### config.mk
export PLATFORM = sky130hd
export DESIGN_NAME = trigger_event_queue
export DESIGN_NICKNAME = d
export VERILOG_FILES = /design/src/rtl/trigger_queue_pkg.sv /design/src/rtl/trig_sync_fifo.sv /design/src/rtl/trigger_event_queue.sv
export SDC_FILE = /design/constraint.sdc
export NUM_CORES = 1
export LEC_CHECK = 0
export BUFFER_PORTS_ARGS = -buffer_cell sky130_fd_sc_hd__buf_2
export CORE_AREA = 2 2 242 303
export DETAILED_ROUTE_END_ITERATION = 10
export DIE_AREA = 0 0 244 305
export PLACE_DENSITY = 0.6
export SETUP_SLACK_MARGIN = 0.2
export SLEW_MARGIN = 20
export SYNTH_ARGS = -nofsm -noshare
export SYNTH_HDL_FRONTEND = slang
export SYNTH_SLANG_ARGS = --single-unit
### constraint.sdc
create_clock -name SYS_CLK -period 16.2 [get_ports SYS_CLK]
set_clock_uncertainty 0.15 [all_clocks]
set_input_delay 1.62 -clock SYS_CLK [delete_from_list [all_inputs] [get_ports SYS_CLK]]
set_output_delay 1.62 -clock SYS_CLK [all_outputs]
set_load 0.005 [all_outputs]
### src/rtl/trigger_queue_pkg.sv
// Shared types and default constants for the trigger event queue.
package trigger_queue_pkg;

    typedef enum logic [1:0] {
        IRQ_IDLE    = 2'd0,
        IRQ_PENDING = 2'd1,
        IRQ_ASSERT  = 2'd2
    } irq_state_e;

    localparam int DEF_DEPTH       = 16;
    localparam int DEF_DATA_W      = 16;
    localparam int DEF_TS_W        = 32;
    localparam int DEF_IRQ_THRESH  = 8;
    localparam int DEF_IRQ_TIMEOUT = 1024;

    localparam int ENTRY_W = DEF_TS_W + DEF_DATA_W;

endpackage

### src/rtl/trig_sync_fifo.sv
// Single-clock FIFO, distributed-RAM storage, combinational head read (read-first).
module trig_sync_fifo #(
    parameter int DEPTH = 16,
    parameter int W     = 48
) (
    input  logic                       clk,
    input  logic                       rst,
    input  logic                       push,
    input  logic                       pop,
    input  logic [W-1:0]               din,
    output logic [W-1:0]               dout,
    output logic                       full,
    output logic                       empty,
    output logic [$clog2(DEPTH):0]     count
);

    localparam int AW = $clog2(DEPTH);

    logic [W-1:0]  mem [DEPTH];
    logic [AW:0]   wr_ptr;
    logic [AW:0]   rd_ptr;

    // Extra pointer MSB distinguishes full from empty when the index bits match.
    always_ff @(posedge clk) begin
        if (rst) begin
            wr_ptr <= '0;
            rd_ptr <= '0;
        end else begin
            if (push) wr_ptr <= wr_ptr + 1'b1;
            if (pop)  rd_ptr <= rd_ptr + 1'b1;
        end
    end

    always_ff @(posedge clk) begin
        if (push) mem[wr_ptr[AW-1:0]] <= din;
    end

    assign dout  = mem[rd_ptr[AW-1:0]];
    assign count = wr_ptr - rd_ptr;
    assign empty = (wr_ptr == rd_ptr);
    assign full  = (count == (AW+1)'(DEPTH));

endmodule

### src/rtl/trigger_event_queue.sv
// Timestamps trigger beats, queues them for a backpressured reader, and
// raises a coalesced level interrupt; overflowing beats are counted.
module trigger_event_queue
    import trigger_queue_pkg::*;
#(
    parameter int DEPTH       = DEF_DEPTH,
    parameter int DATA_W      = DEF_DATA_W,
    parameter int TS_W        = DEF_TS_W,
    parameter int IRQ_THRESH  = DEF_IRQ_THRESH,
    parameter int IRQ_TIMEOUT = DEF_IRQ_TIMEOUT
) (
    input  logic                       SYS_CLK,
    input  logic                       RST,
    input  logic                       trigger_axis_tvalid,
    input  logic [DATA_W-1:0]          trigger_axis_tdata,
    output logic                       trigger_axis_tready,
    output logic                       out_axis_tvalid,
    output logic [TS_W+DATA_W-1:0]     out_axis_tdata,
    input  logic                       out_axis_tready,
    output logic                       irq,
    output logic [$clog2(DEPTH):0]     count,
    output logic [15:0]                drop_cnt,
    input  logic                       clr_drop
);

    localparam int EW = TS_W + DATA_W;
    localparam int CW = $clog2(DEPTH) + 1;
    localparam int TW = $clog2(IRQ_TIMEOUT) + 1;

    logic [TS_W-1:0] ts;
    logic            full;
    logic            empty;
    logic            pop;
    logic            push_ok;
    logic            drop;
    logic [CW-1:0]   cnt_nxt;

    irq_state_e      state, state_nxt;
    logic [TW-1:0]   timer, timer_nxt;

    always_ff @(posedge SYS_CLK) begin
        if (RST) ts <= '0;
        else     ts <= ts + 1'b1;
    end

    // The upstream ignores tready: a full queue still frees a slot on a same-cycle pop.
    assign pop     = out_axis_tvalid && out_axis_tready;
    assign push_ok = trigger_axis_tvalid && !RST && (!full || pop);
    assign drop    = trigger_axis_tvalid && !RST && full && !pop;

    trig_sync_fifo #(
        .DEPTH (DEPTH),
        .W     (EW)
    ) u_fifo (
        .clk   (SYS_CLK),
        .rst   (RST),
        .push  (push_ok),
        .pop   (pop),
        .din   ({ts, trigger_axis_tdata}),
        .dout  (out_axis_tdata),
        .full  (full),
        .empty (empty),
        .count (count)
    );

    assign trigger_axis_tready = !RST;
    assign out_axis_tvalid     = !empty && !RST;

    always_ff @(posedge SYS_CLK) begin
        if (RST || clr_drop)                drop_cnt <= '0;
        else if (drop && drop_cnt != 16'hFFFF) drop_cnt <= drop_cnt + 1'b1;
    end

    // FSM decisions look at occupancy after this cycle's push/pop.
    assign cnt_nxt = count + CW'(push_ok) - CW'(pop);

    always_comb begin
        state_nxt = state;
        timer_nxt = timer;
        case (state)
            IRQ_IDLE: begin
                if (cnt_nxt >= CW'(IRQ_THRESH)) begin
                    state_nxt = IRQ_ASSERT;
                end else if (cnt_nxt != '0) begin
                    state_nxt = IRQ_PENDING;
                    timer_nxt = '0;
                end
            end
            IRQ_PENDING: begin
                if (cnt_nxt == '0)
                    state_nxt = IRQ_IDLE;
                else if (cnt_nxt >= CW'(IRQ_THRESH) || timer == TW'(IRQ_TIMEOUT - 1))
                    state_nxt = IRQ_ASSERT;
                else
                    timer_nxt = timer + 1'b1;
            end
            IRQ_ASSERT: begin
                if (cnt_nxt == '0) state_nxt = IRQ_IDLE;
            end
            default: state_nxt = IRQ_IDLE;
        endcase
    end

    always_ff @(posedge SYS_CLK) begin
        if (RST) begin
            state <= IRQ_IDLE;
            timer <= '0;
        end else begin
            state <= state_nxt;
            timer <= timer_nxt;
        end
    end

    assign irq = (state == IRQ_ASSERT) && !RST;

endmodule

==> summary.txt <==
Run status
  – Outcome: finished clean

Power
  – Seq pwr share: about half
  – Leak: 11.5 nW
  – Sw Ratio: 21.6%
  – Net Sw Power: 0.00100 W
  – VDD IR max: 0.000113 V
  – Power Density: around 130 mW/mm^2
  – Combinational share of power: 7.4%
  – P_int: 0.00363 W
  – Clock share of power: 40.9%

Clock network
  – Clock Pin Slew Worst Setup and Hold Paths: 60 ps
  – CTS max path bufs: 3
  – Root Buffer: clkbuf_16
  – Post_cts resized: 0
  – # H-tree levels: 3
  – CTS tree: yes
  – Clk_lat worst skew: slightly above 600 ps
  – CTS Buf Count: 82
  – Cts hold-fix bufs: 0
  – Clk sinks: 843
  – Post-CTS Setup Bufs: 0

Worst setup path
  – R2r setup slk: about 11000 ps
  – FF-to-FF End: timer[4]
  – Crit start category: input port
  – Reg2Reg Depth: 20
  – CP Data Arrival Time: a little over 6000 ps
  – Critical path peak fanout: 53
  – Critical Path RT: 16600 ps
  – Kind of critical path: input port to register
  – CP endpoint kind: register
  – FF-to-FF Start: u_fifo.wr_ptr[2]

Yosys
  – Synthesized area: 0.0326 sq mm
  – Number of synthesized flops with an enable pin: 768
  – Yosys cell types: 48
  – Synth top area share: 70.7%
  – Register area share after synthesis: 75.3%
  – Synth warn: 0
  – Cell count after synthesis: 1522
  – Most used DFF post-synth: edfxtp_1
  – Avg Synthesized Cell Area: 21.4 sq um
  – Top post-synthesis cells by area: edfxtp_1, mux4_2, dfxtp_1
  – Post-synth top area cell: edfxtp_1
  – Number of synthesized register bits: ~840
  – Syn_nets: approximately 1600
  – FFs w/ async S/R, synth: 0%

Floorplan
  – Core Area: 0.0717 sq mm
  – DIE AREA: approximately 0.074 sq mm
  – Die X: 244 um
  – Num rows: 110
  – Top Ports: 93
  – Initial Utilization: 45.5%
  – Die Span Y: 305 um

Routing
  – Antenna viol nets, final: 0
  – Pre-antenna DRT Iters: 5
  – Detailed-route vias per instance: 5.71
  – Residual DRC: 0
  – Vias: 15300
  – Detailed Route WL: 69100 um
  – Routed len/inst: 25.8 um
  – Initial drt markers: 1352

GRT
  – Initial antenna violation count: 0
  – Overflow left after global routing: 0
  – All-Layer GR Usage: 18.9%
  – Vias in the first global route: 16300
  – First-pass GRT wire length: 104000 um
  – Pin count of the biggest net entering global routing: 141

Place
  – Post-placement cell count: 2521
  – Final HPWL DP: 33300 um
  – Final GP Congestion: 0.786
  – Port bufs: between 90 and 100

STA
  – Max Clock Freq: between 0.15 and 0.2 GHz
  – Final Setup Violations: 0
  – Worst-Margin Slew: 1130 ps
  – Slew headroom: 24.7%
  – Max-slew violation count: 0
  – Final count of hold timing violations: 0
  – Minimum clock period: 5830 ps
  – Sum of negative setup slack: 0 ps
  – Unrepaired setup endpoints after global routing: false
  – Period utilization: between 30% and 40%

Final layout
  – Nets: 1694
  – Commonest non-fill, non-tap cell in the layout: edfxtp_1
  – Share of cells above drive strength 1: 29.6%
  – Final std cells w/o fill: 2674
  – Commonest cells after routing, fill and taps aside: edfxtp_1, mux4_2, buf_2
  – Area Growth Syn to Fin: 13.4%

Min path
  – Worst hold start: state[1]
  – Worst Hold Depth: 1
  – HP Class: register to register
  – Worst Hold End: state[1]

Run
  – Max_cap viols: 0
[cells in the mapped netlist, drive strengths merged, types with 2 or more instances]
| library cell | n |
|---|---|
| a221oi | 2 |
| nand3 | 33 |
| inv | 15 |
| edfxtp | 768 |
| fa | 2 |
| or3 | 3 |
| clkbuf | 39 |
| nor4 | 5 |
| nand4 | 16 |
| or4 | 6 |
| buf | 31 |
| nor2b | 3 |
| and2 | 4 |
| a21o | 2 |
| ha | 17 |
| nand2b | 6 |
| and4 | 5 |
| nand2 | 31 |
| dfxtp | 75 |
| nor2 | 88 |
| mux4 | 240 |
| o31ai | 12 |
| a21oi | 14 |
| nor3 | 11 |
| xor2 | 41 |
| a41oi | 3 |
| and3 | 12 |
| xnor2 | 17 |
| o21ai | 5 |
| or2 | 5 |
[power by group through the flow]
stage | Sequential, W | Clock, W | Combinational [W]
after CTS | 0.00240 | 0.00194 | 0.000349
final | 0.00240 | 0.00190 | 0.000344
after detailed placement | 0.00244 | 0 | 0.000348
after floorplan | 0.00243 | 0 | 0.000268
after global placement | 0.00244 | 0 | 0.000340
after global routing | 0.00240 | 0.00202 | 0.000376
[worst max path at each step]
stage / startpoint / to / slack, ps / cells past startpoint
2_1_floorplan: RST / u_fifo.mem[3][0] / 9290 / 7
3_3_place_gp: RST / timer[3] / 9940 / 15
3_5_place_dp: RST / timer[4] / 9800 / 15
4_1_cts: RST / timer[4] / 10440 / 15
5_1_grt: RST / timer[6] / 9940 / 15
6_report: RST / timer[4] / 10370 / 15
[layout make-up]
cell class	count	area (sq um)
fillers	5566	34700
flip-flops and latches	843	24600
multi-input cells	594	7800
clock buffers	114	2280
well taps	952	1190
repair buffers	118	693
clock inverters	37	399
inverters	15	56.3
diodes	1	2.50
[flip-flops by register name, summed over array words and instances (netlist names), named ones only]
| register | cells |
|---|---|
| state | 2 |
| ts | 32 |
| u_fifo.rd_ptr | 5 |
| u_fifo.wr_ptr | 5 |
| timer | 11 |
| u_fifo.mem | 768 |
| drop_cnt | 16 |
[worst max-delay path, cell delays in order]
cell and delay, ps:
buf_2 780, inv_1 330, a31o_2 330, a211oi_1 390, nor2_1 230, nand2_1 130
nand2_1 60, ha_1 190, inv_1 70, fa_1 420, nand3b_1 110, nor2b_1 260
nand3_1 490, or4_1 630, a21oi_1 170
[metrics by stage]
step | utilization (%) | instance area [sq um] | hold slack [ps] | total power, W | setup WS (ps)
after floorplan | - | 32600 | 297 | 0.00270 | 9290
after global placement | 47.8 | 34300 | 315 | 0.00278 | 9940
after detailed placement | 47.8 | 34300 | 329 | 0.00279 | 9800
after CTS | 51.6 | 37000 | 339 | 0.00469 | 10440
after global routing | 51.6 | 37000 | 373 | 0.00480 | 9940
final | 51.6 | 37000 | 337 | 0.00464 | 10370
[metal layers]
metal / routed length, um / global-route usage (%) / vias up
li1: - / - / 6584
met1: 28900 / 25.5 / 8195
met2: 35400 / 31.8 / 409
met3: 3480 / 3.01 / 80
met4: 1340 / 5.63 / 0
met5: 0 / 0 / -
[cell families after synthesis]
family                   synth area share [%]
flip-flops                               75.3
multiplexers                             16.6
AND/OR/NAND/NOR                          3.46
buffers and inverters                    1.13
XOR/XNOR                                 1.76
AO/OA/AOI/OAI                           0.970
adder cells (fa/ha/maj)                 0.775
(Power assumes the default switching activity.)
